File: config.mk
export PLATFORM = sky130hd
export DESIGN_NAME = frm_parser_flat
export DESIGN_NICKNAME = d
export VERILOG_FILES = /design/src/rtl/frm_if.sv /design/src/rtl/frm_parser.sv /design/src/flat_wrapper.sv
export SDC_FILE = /design/constraint.sdc
export NUM_CORES = 1
export LEC_CHECK = 0
export CAP_MARGIN = 20
export CORE_ASPECT_RATIO = 1.1
export CORE_UTILIZATION = 30
export CTS_BUF_LIST = sky130_fd_sc_hd__clkbuf_2 sky130_fd_sc_hd__clkbuf_4 sky130_fd_sc_hd__clkbuf_8
export DETAILED_ROUTE_END_ITERATION = 8
export PLACE_DENSITY = 0.55
export SLEW_MARGIN = 20
export SYNTH_ARGS = -nofsm -noshare
export SYNTH_HDL_FRONTEND = slang
export SYNTH_SLANG_ARGS = --single-unit
File: constraint.sdc
create_clock -name clk_frm -period 3.3 [get_ports clk_frm]
set_input_delay 0.33 -clock clk_frm [delete_from_list [all_inputs] [get_ports clk_frm]]
set_output_delay 0.33 -clock clk_frm [all_outputs]
set_load 0.03 [all_outputs]
File: src/rtl/frm_if.sv
// Bus between the bit-stream source and the frame parser.
// Handshake: a bit transfers on every clk_frm edge where rx_valid is high; the parser has no
// back-pressure (no ready), so the source must present one decoded bit per rx_valid cycle.
// Configuration inputs are sampled together with the first rx_valid bit after reset.
interface frm_if #(
    parameter int DLEN_W = 8
);
    logic              rx_bit;
    logic              rx_valid;
    logic [1:0]        m;
    logic              trext;
    logic              en_crc16_for_rpy;
    logic [DLEN_W-1:0] data_len;
    logic              preamble_found;
    logic              data_bit;
    logic              data_valid;
    logic              frm_complete;
    logic              crc_ok;
    logic              crc_err;
    logic              eos_err;
    logic              hunt_timeout;
    logic              busy;

    // Bit-stream source / reader side
    modport master (
        output rx_bit, rx_valid, m, trext, en_crc16_for_rpy, data_len,
        input  preamble_found, data_bit, data_valid, frm_complete,
               crc_ok, crc_err, eos_err, hunt_timeout, busy
    );

    // Frame parser side
    modport slave (
        input  rx_bit, rx_valid, m, trext, en_crc16_for_rpy, data_len,
        output preamble_found, data_bit, data_valid, frm_complete,
               crc_ok, crc_err, eos_err, hunt_timeout, busy
    );
endinterface

File: src/rtl/frm_parser.sv
// Reader-side parser for tag backscatter frames: hunts for the FM0/Miller preamble, extracts
// data_len reply bits, optionally checks the CRC-16 residue, then checks the end-of-signalling bit.
// state_o exposes the FSM state for debug (HUNT=0, DATA=1, CRC=2, EOS=3, DONE=4).
module frm_parser #(
    parameter int MAX_HUNT = 64,
    parameter int DLEN_W   = 8
) (
    input  logic       clk_frm,
    input  logic       rst_for_new_package,
    frm_if.slave       bus,
    output logic [2:0] state_o
);
    localparam int HUNT_W = $clog2(MAX_HUNT + 1);
    localparam int CNT_W  = DLEN_W + 1;

    typedef enum logic [2:0] {S_HUNT, S_DATA, S_CRC, S_EOS, S_DONE} state_t;

    state_t             state_q;
    // Holds the 21 previous bits; together with the incoming bit it forms the 22-bit window.
    logic [20:0]        sr_q;
    logic [15:0]        crc_q;
    logic [HUNT_W-1:0]  hunt_cnt_q;
    logic [CNT_W-1:0]   cnt_q;
    logic               cfg_vld_q;
    logic [1:0]         m_q;
    logic               trext_q;
    logic               crc_en_q;
    logic [DLEN_W-1:0]  len_q;
    logic               preamble_found_q, data_bit_q, data_valid_q, frm_complete_q;
    logic               crc_ok_q, crc_err_q, eos_err_q, hunt_timeout_q, busy_q;

    logic [21:0]        sr_d;
    logic [15:0]        crc_d;
    logic [CNT_W-1:0]   cnt_d;
    logic [1:0]         m_e;
    logic               trext_e, crc_en_e, match, data_last, crc_last, hunt_last;
    logic [DLEN_W-1:0]  len_e;

    // Effective configuration: live inputs on the very first bit, latched copy afterwards.
    always_comb begin
        m_e      = cfg_vld_q ? m_q      : bus.m;
        trext_e  = cfg_vld_q ? trext_q  : bus.trext;
        crc_en_e = cfg_vld_q ? crc_en_q : bus.en_crc16_for_rpy;
        len_e    = cfg_vld_q ? len_q    : bus.data_len;
    end

    // Next window, serial CRC step and terminal-count decodes.
    always_comb begin
        sr_d      = {sr_q, bus.rx_bit};
        crc_d     = {crc_q[14:0], 1'b0} ^ ((crc_q[15] ^ bus.rx_bit) ? 16'h1021 : 16'h0000);
        cnt_d     = cnt_q + CNT_W'(1);
        data_last = (cnt_d == {1'b0, len_e});
        crc_last  = (cnt_d == ({1'b0, len_e} + CNT_W'(16)));
        hunt_last = (hunt_cnt_q == HUNT_W'(MAX_HUNT - 1));
    end

    // Preamble compare; the count gate ensures all L pattern bits were actually received.
    always_comb begin
        match = 1'b0;
        if (m_e == 2'b00) begin
            if (trext_e) match = (sr_d[17:0] == 18'h00029) && (hunt_cnt_q >= HUNT_W'(17));
            else         match = (sr_d[5:0]  == 6'b101001) && (hunt_cnt_q >= HUNT_W'(5));
        end else begin
            if (trext_e) match = (sr_d[21:0] == 22'h000017) && (hunt_cnt_q >= HUNT_W'(21));
            else         match = (sr_d[9:0]  == 10'b0000010111) && (hunt_cnt_q >= HUNT_W'(9));
        end
    end

    // Frame FSM with registered outputs; everything advances only on rx_valid.
    always_ff @(posedge clk_frm or negedge rst_for_new_package) begin
        if (!rst_for_new_package) begin
            state_q          <= S_HUNT;
            sr_q             <= '0;
            crc_q            <= 16'hFFFF;
            hunt_cnt_q       <= '0;
            cnt_q            <= '0;
            cfg_vld_q        <= 1'b0;
            m_q              <= 2'b00;
            trext_q          <= 1'b0;
            crc_en_q         <= 1'b0;
            len_q            <= '0;
            preamble_found_q <= 1'b0;
            data_bit_q       <= 1'b0;
            data_valid_q     <= 1'b0;
            frm_complete_q   <= 1'b0;
            crc_ok_q         <= 1'b0;
            crc_err_q        <= 1'b0;
            eos_err_q        <= 1'b0;
            hunt_timeout_q   <= 1'b0;
            busy_q           <= 1'b0;
        end else begin
            preamble_found_q <= 1'b0;
            data_valid_q     <= 1'b0;
            busy_q           <= (state_q != S_DONE);
            if (bus.rx_valid) begin
                if (!cfg_vld_q) begin
                    cfg_vld_q <= 1'b1;
                    m_q       <= bus.m;
                    trext_q   <= bus.trext;
                    crc_en_q  <= bus.en_crc16_for_rpy;
                    len_q     <= bus.data_len;
                end
                case (state_q)
                    S_HUNT: begin
                        sr_q       <= sr_d[20:0];
                        hunt_cnt_q <= hunt_cnt_q + HUNT_W'(1);
                        if (match) begin
                            preamble_found_q <= 1'b1;
                            if (len_e != '0) state_q <= S_DATA;
                            else             state_q <= crc_en_e ? S_CRC : S_EOS;
                        end else if (hunt_last) begin
                            hunt_timeout_q <= 1'b1;
                            frm_complete_q <= 1'b1;
                            busy_q         <= 1'b0;
                            state_q        <= S_DONE;
                        end
                    end
                    S_DATA: begin
                        data_bit_q   <= bus.rx_bit;
                        data_valid_q <= 1'b1;
                        crc_q        <= crc_d;
                        cnt_q        <= cnt_d;
                        if (data_last) state_q <= crc_en_e ? S_CRC : S_EOS;
                    end
                    S_CRC: begin
                        crc_q <= crc_d;
                        cnt_q <= cnt_d;
                        if (crc_last) state_q <= S_EOS;
                    end
                    S_EOS: begin
                        eos_err_q      <= ~bus.rx_bit;
                        frm_complete_q <= 1'b1;
                        if (crc_en_e) begin
                            crc_ok_q  <= (crc_q == 16'h1D0F);
                            crc_err_q <= (crc_q != 16'h1D0F);
                        end
                        busy_q  <= 1'b0;
                        state_q <= S_DONE;
                    end
                    S_DONE:  state_q <= S_DONE;
                    default: state_q <= S_HUNT;
                endcase
            end
        end
    end

    assign bus.preamble_found = preamble_found_q;
    assign bus.data_bit       = data_bit_q;
    assign bus.data_valid     = data_valid_q;
    assign bus.frm_complete   = frm_complete_q;
    assign bus.crc_ok         = crc_ok_q;
    assign bus.crc_err        = crc_err_q;
    assign bus.eos_err        = eos_err_q;
    assign bus.hunt_timeout   = hunt_timeout_q;
    assign bus.busy           = busy_q;
    assign state_o            = state_q;
endmodule

File: src/flat_wrapper.sv
// flat-port wrapper written by rule: the top's interface ports become plain ports
module frm_parser_flat 
#(
    parameter int MAX_HUNT = 64,
    parameter int DLEN_W   = 8
)
  (clk_frm, rst_for_new_package, state_o, bus_rx_bit, bus_rx_valid, bus_m, bus_trext, bus_en_crc16_for_rpy, bus_data_len, bus_preamble_found, bus_data_bit, bus_data_valid, bus_frm_complete, bus_crc_ok, bus_crc_err, bus_eos_err, bus_hunt_timeout, bus_busy);
  frm_if #(.DLEN_W(DLEN_W)) bus_i ();
  input  logic clk_frm;
  input  logic rst_for_new_package;
  output logic [2:0] state_o;
  input wire logic [$bits(bus_i.rx_bit)-1:0] bus_rx_bit;
  input wire logic [$bits(bus_i.rx_valid)-1:0] bus_rx_valid;
  input wire logic [$bits(bus_i.m)-1:0] bus_m;
  input wire logic [$bits(bus_i.trext)-1:0] bus_trext;
  input wire logic [$bits(bus_i.en_crc16_for_rpy)-1:0] bus_en_crc16_for_rpy;
  input wire logic [$bits(bus_i.data_len)-1:0] bus_data_len;
  output wire logic [$bits(bus_i.preamble_found)-1:0] bus_preamble_found;
  output wire logic [$bits(bus_i.data_bit)-1:0] bus_data_bit;
  output wire logic [$bits(bus_i.data_valid)-1:0] bus_data_valid;
  output wire logic [$bits(bus_i.frm_complete)-1:0] bus_frm_complete;
  output wire logic [$bits(bus_i.crc_ok)-1:0] bus_crc_ok;
  output wire logic [$bits(bus_i.crc_err)-1:0] bus_crc_err;
  output wire logic [$bits(bus_i.eos_err)-1:0] bus_eos_err;
  output wire logic [$bits(bus_i.hunt_timeout)-1:0] bus_hunt_timeout;
  output wire logic [$bits(bus_i.busy)-1:0] bus_busy;
  assign bus_i.rx_bit = bus_rx_bit;
  assign bus_i.rx_valid = bus_rx_valid;
  assign bus_i.m = bus_m;
  assign bus_i.trext = bus_trext;
  assign bus_i.en_crc16_for_rpy = bus_en_crc16_for_rpy;
  assign bus_i.data_len = bus_data_len;
  assign bus_preamble_found = bus_i.preamble_found;
  assign bus_data_bit = bus_i.data_bit;
  assign bus_data_valid = bus_i.data_valid;
  assign bus_frm_complete = bus_i.frm_complete;
  assign bus_crc_ok = bus_i.crc_ok;
  assign bus_crc_err = bus_i.crc_err;
  assign bus_eos_err = bus_i.eos_err;
  assign bus_hunt_timeout = bus_i.hunt_timeout;
  assign bus_busy = bus_i.busy;
  frm_parser #(.MAX_HUNT(MAX_HUNT), .DLEN_W(DLEN_W)) u_core (.clk_frm(clk_frm), .rst_for_new_package(rst_for_new_package), .bus(bus_i), .state_o(state_o));
endmodule
# Word-level counts from Yosys, hierarchy flattened
# Cells that the tools add are included.
# W data, S select, Z words.
[classes]
add_sub_neg = 3
bitwise = 4
n_eq_ne = 19
reduce_logical = 18
muxes = 27
order_cmp = 4
[ops]
columns = ["cell", "count"]
rows = [
  ["$eq A22 B5 Y1 const B", 1],
  ["$eq A18 B6 Y1 const B", 1],
  ["$eq A16 B13 Y1 const B", 1],
  ["$mux W1", 16],
  ["$ne A16 B13 Y1 const B", 1],
  ["$xor A16 B16 Y16", 1],
  ["$mux W3", 5],
  ["$ge A7 B5 Y1 const B", 2],
  ["$mux W13", 1],
  ["$pmux W3 S4", 1],
  ["$reduce_and A4 Y1", 3],
  ["$eq A10 B5 Y1 const B", 1],
  ["$add A8 B5 Y9 const B", 1],
  ["$add A9 B1 Y9 const B", 1],
  ["$eq A9 B8 Y1", 1],
  ["$eq A9 B9 Y1", 1],
  ["$mux W8", 1],
  ["$reduce_and A2 Y1", 4],
  ["$reduce_bool A8 Y1", 1],
  ["$add A7 B1 Y7 const B", 1],
  ["$eq A7 B6 Y1 const B", 1],
  ["$ge A7 B3 Y1 const B", 1],
  ["$ge A7 B4 Y1 const B", 1],
  ["$eq A3 B2 Y1 const B", 2],
  ["other kinds (17)", 25],
]
[word_totals]
output_inout_bits = 12
register_bits = 78
word_cells = 94

# Longest topological paths before layout
[logic_depth]
depth_word = 7
depth_mapped = 11

# Worst setup path after synthesis
# No wires, ideal clock.
[synth_path]
path_kind = "register to register"
startpoint = "register u_core.cfg_vld_q"
endpoint = "register u_core.state_q[0] (netlist: u_core.state_o[0])"
t_arrival_ns = 2.392
synth_period_minus_slack_ns = 2.469
path_buffers = 2
path_slack_ns = 0.831
stages_incl_launch_ff = 11
setup_time_ns = 0.077
required_time_ns = 3.223
cell_sequence = "dfrtp_1 -> buf_6 -> buf_6 -> mux2i_1 -> inv_1 -> ha_1 -> or2b_1 -> a311o_1 -> a2111oi_0 -> o31ai_1 -> a21oi_1"
[synth_between]
elab_chain_cells = 5
elab_cells_between_ends = 21
classes_between = "add/sub (1); eq/ne (5); mux (12); reduce/logical (3)"
[synth_rtl]
columns = ["item", "line", "text"]
rows = [
  ["start, declared", "frm_parser.sv:24", "logic cfg_vld_q;"],
  ["start signal, assigned", "frm_parser.sv:77", "cfg_vld_q <= 1'b0;"],
  ["start signal, assigned", "frm_parser.sv:97", "cfg_vld_q <= 1'b1;"],
  ["$mux W8 (*)", "frm_parser.sv:44", "len_e = cfg_vld_q ? len_q : bus.data_len;"],
  ["via u_core.len_e[4]", "frm_parser.sv:37", "logic [DLEN_W-1:0] len_e;"],
  ["$add A8 B5 Y9 or $reduce_bool A8 Y1 (tied branches)", "frm_parser.sv:53, frm_parser.sv:109", ""],
  ["$eq A9 B9 Y1 or $mux W3 (tied branches)", "frm_parser.sv:53, frm_parser.sv:109", ""],
  ["$ne A2 B1 Y1 (no line) or $mux W3 (tied branches)", "--", ""],
  ["$reduce_and A4 Y1 (no line) or $pmux W3 S4 (tied branches)", "--", ""],
  ["end signal, assigned", "frm_parser.sv:110", "else state_q <= crc_en_e ? S_CRC : S_EOS;"],
  ["end signal, assigned", "frm_parser.sv:123", "if (data_last) state_q <= crc_en_e ? S_CRC : S_EOS;"],
  ["end, declared", "frm_parser.sv:18", "state_t state_q;"],
]
# Mark *: on every way through the listed nets, which the timed path passes. The rest lies on a longest branch. The select of a mux whose other input is x is not followed.
# A chain may end at the register's enable or synchronous reset.

# Worst setup path after layout
# Ends and elaborated chain as after synthesis.

==> impl_metrics.tcl <==
set metrics [dict create \
    drc_errors 0 \
    wl_per_cell_um 13.7 \
    synthArstFlopShare 1.00 \
    grt_pass1_vias 2843 \
    hp-class "primary input to async pin" \
    yosysTopAreaCell "dfrtp_1" \
    grt_overflow_total 0 \
    worstPathRequired_ns 3.59 \
    slew_headroom 0.420 \
    via_count 2850 \
    cap_violations 0 \
    ys_ff_latch 78 \
    track_usage 0.135 \
    cp-end-kind "register" \
    synth_edf_count 0 \
    drt-total-wl_mm 8.14 \
    vias_per_cell 4.79 \
    drive_above_1_share 0.132 \
    yosys_warnings 0 \
    path_common_cell "a21oi_1" \
    fin_cells 595 \
    slew_viol_final 0 \
    drt_iter0_markers 135 \
    die_h_um 122 \
    die_area_sq_um 13500 \
    syn_to_final_growth_pct 15.7 \
    antenna_left 0 \
    portBuffers 27 \
    yosysUniqueCellTypes 53 \
    p_leak_nw 2.12 \
    place.gp.congestion 0.786 \
    synthFlopType "dfrtp_1" \
    synthTopCellsByArea "dfrtp_1 40%, nand2_1 12%, dfstp_2 11%" \
    postCtsSetupRepairBufs 0 \
    hold_ws_ns -0.0103 \
    cts_root_buffer "clkbuf_8" \
    layout_setup_ws_ns 0.478 \
    failed_checks "negative hold slack" \
    insertion_delay_ns 0.37 \
    dpl.cell_count 579 \
    crit_fanout 11 \
    clockBufferDepth 2 \
    synth_nets 429 \
    min_period_ns 2.82 \
    fin_area_sq_um 4520 \
    syn_inst 408 \
    hold_buffers 0 \
    grt_max_degree 79 \
    design.core.area_sq_um 12600 \
    die_w_um 111 \
    clock_skew_ns 0.0160 \
    cts_made_buffers 9 \
    critical_path.top_delay_family "compound AO/OA/AOI/OAI gates" \
    synth_top_area_frac 0.398 \
    grt_pass1_wl_mm 14.0 \
    cts.reportedPaths.clkPinSlew_ns 0.08 \
    syn_avg_cell_area_sq_um 9.56 \
    htree_levels 3 \
    layout_commonest_cell "nand2_1" \
    ctsResizeCount 0 \
    num_rows 43 \
    start_util 0.309 \
    dp_hpwl_mm 5.72 \
    cts_tree "yes" \
    setup-tns-final_ns 0 \
    ioPinCount 28 \
    powerDensity_nw_per_um2 409 \
    rsz0062_at_grt "no" \
    final_cell_mix "120 x nand2_1, 62 x dfrtp_1, 26 x clkdlybuf4s50_1" \
    power.total_mw 1.85 \
    antenna_cells 0 \
    ys_seq_area_frac 0.505 \
    dp_slack_ns 0.503 \
    nNetsFinal 454 \
    worst-path-buf-inv 1 \
    placed_area_sq_um 4320 \
    worst_slew_pin_slew_ns 0.867 \
    hold_viol_final 2 \
    firstDrtPassIters 4 \
    worst-setup-path-type "register to register" \
    slowest_stage "dfrtp_1" \
    max_stage_delay_ns 0.68 \
    cp_cell_sequence "mux2i_1 -> inv_1 -> ha_1 -> xnor2_1 -> a21oi_1 -> a311o_1 -> a2111oi_0 -> o31ai_1 -> a21oi_1" \
    fin_util 0.357 \
    status "finished, violations left" \
    clock-sinks 78 \
    cp.arrival_ns 3.11 \
    ir_drop_uv 314 \
    layout_worst_path_cycle_share 0.855 \
    synthesis.area_sq_um 3900 \
    fmax_mhz 354 \
    start_kind "register" \
    setup_viol 0 \
    grt_antenna_before_repair 0 \
]
area by class of cell:
class,instances,area (sq um)
sequential,78,1970
inverter,9,33.8
multi-input combinational,303,1820
clock buffer,13,166
tap,157,196
clock inverter,3,21.3
fill,1266,8130
timing repair buffer,32,309
power by group:
part	switching [mW]	total (mW)	internal, mW
combinational	0.0964	0.178	0.0815
sequential	0.0133	0.991	0.978
clock	0.348	0.679	0.331
total	0.458	1.85	1.39
routing by layer:
metal	track usage	share of wire
met5	0	0
met4	0.0683	0.030
met3	0.0463	0.036
met2	0.200	0.44
met1	0.174	0.49
cell usage after synthesis, types with 2 or more instances:
master,number
nor3b_1,2
or3_1,3
dfrtp_1,62
buf_2,2
ha_1,5
a21o_1,2
and4_1,2
mux2_2,8
and3_1,4
nor3_1,8
xor2_1,10
mux2i_1,11
inv_1,9
dfstp_2,16
o21ai_0,15
nand4_1,6
o2111ai_1,2
xnor2_1,22
a21oi_1,16
nor2_1,20
or4b_2,2
and2_1,3
buf_6,2
clkbuf_1,13
and3_2,2
o31ai_1,2
nor4_1,6
or2b_1,2
or4_1,2
nand3_1,7
nand2_1,120
flip-flops by register name (all words and copies together), names as in the netlist:
register / count
u_core.bus.frm_complete: 1
u_core.bus.data_bit: 1
u_core.bus.data_valid: 1
u_core.bus.hunt_timeout: 1
u_core.bus.crc_err: 1
u_core.bus.eos_err: 1
u_core.crc_en_q: 1
u_core.bus.preamble_found: 1
u_core.hunt_cnt_q: 7
u_core.len_q: 8
u_core.state_o: 3
u_core.cfg_vld_q: 1
u_core.m_q: 2
u_core.cnt_q: 9
u_core.bus.crc_ok: 1
u_core.crc_q: 16
u_core.trext_q: 1
u_core.bus.busy: 1
u_core.sr_q: 21
logic make-up (layout without fill, tap and decap cells):
family,count (synthesis),after routing,synth area share
compound gates,46,46,0.0766
xor+xnor,33,33,0.0776
fa+ha+maj,5,5,0.0160
flops,78,78,0.505
simple gates,199,199,0.237
mux,20,20,0.0571
buf+inv,27,57,0.0305
worst paths after layout:
check / startpoint / endpoint / slack (ns) / cells after the start
max: u_core.cfg_vld_q$_DFFE_PN0P_ / u_core.state_o[0]$_DFFE_PN0P_ / 0.48 / 9
min: rst_for_new_package / u_core.bus.data_bit$_DFFE_PN0P_ / -0.01 / 1
max reg2reg: u_core.cfg_vld_q$_DFFE_PN0P_ / u_core.state_o[0]$_DFFE_PN0P_ / 0.48 / 9
min reg2reg: u_core.crc_q[5]$_DFFE_PN1P_ / u_core.crc_q[6]$_DFFE_PN1P_ / 0.46 / 2
max in group asynchronous: rst_for_new_package / u_core.bus.crc_err$_DFFE_PN0P_ / 2.83 / 1
min in group clk_frm: u_core.crc_q[5]$_DFFE_PN1P_ / u_core.crc_q[6]$_DFFE_PN1P_ / 0.46 / 2
Power figures use the tool's default switching activity.
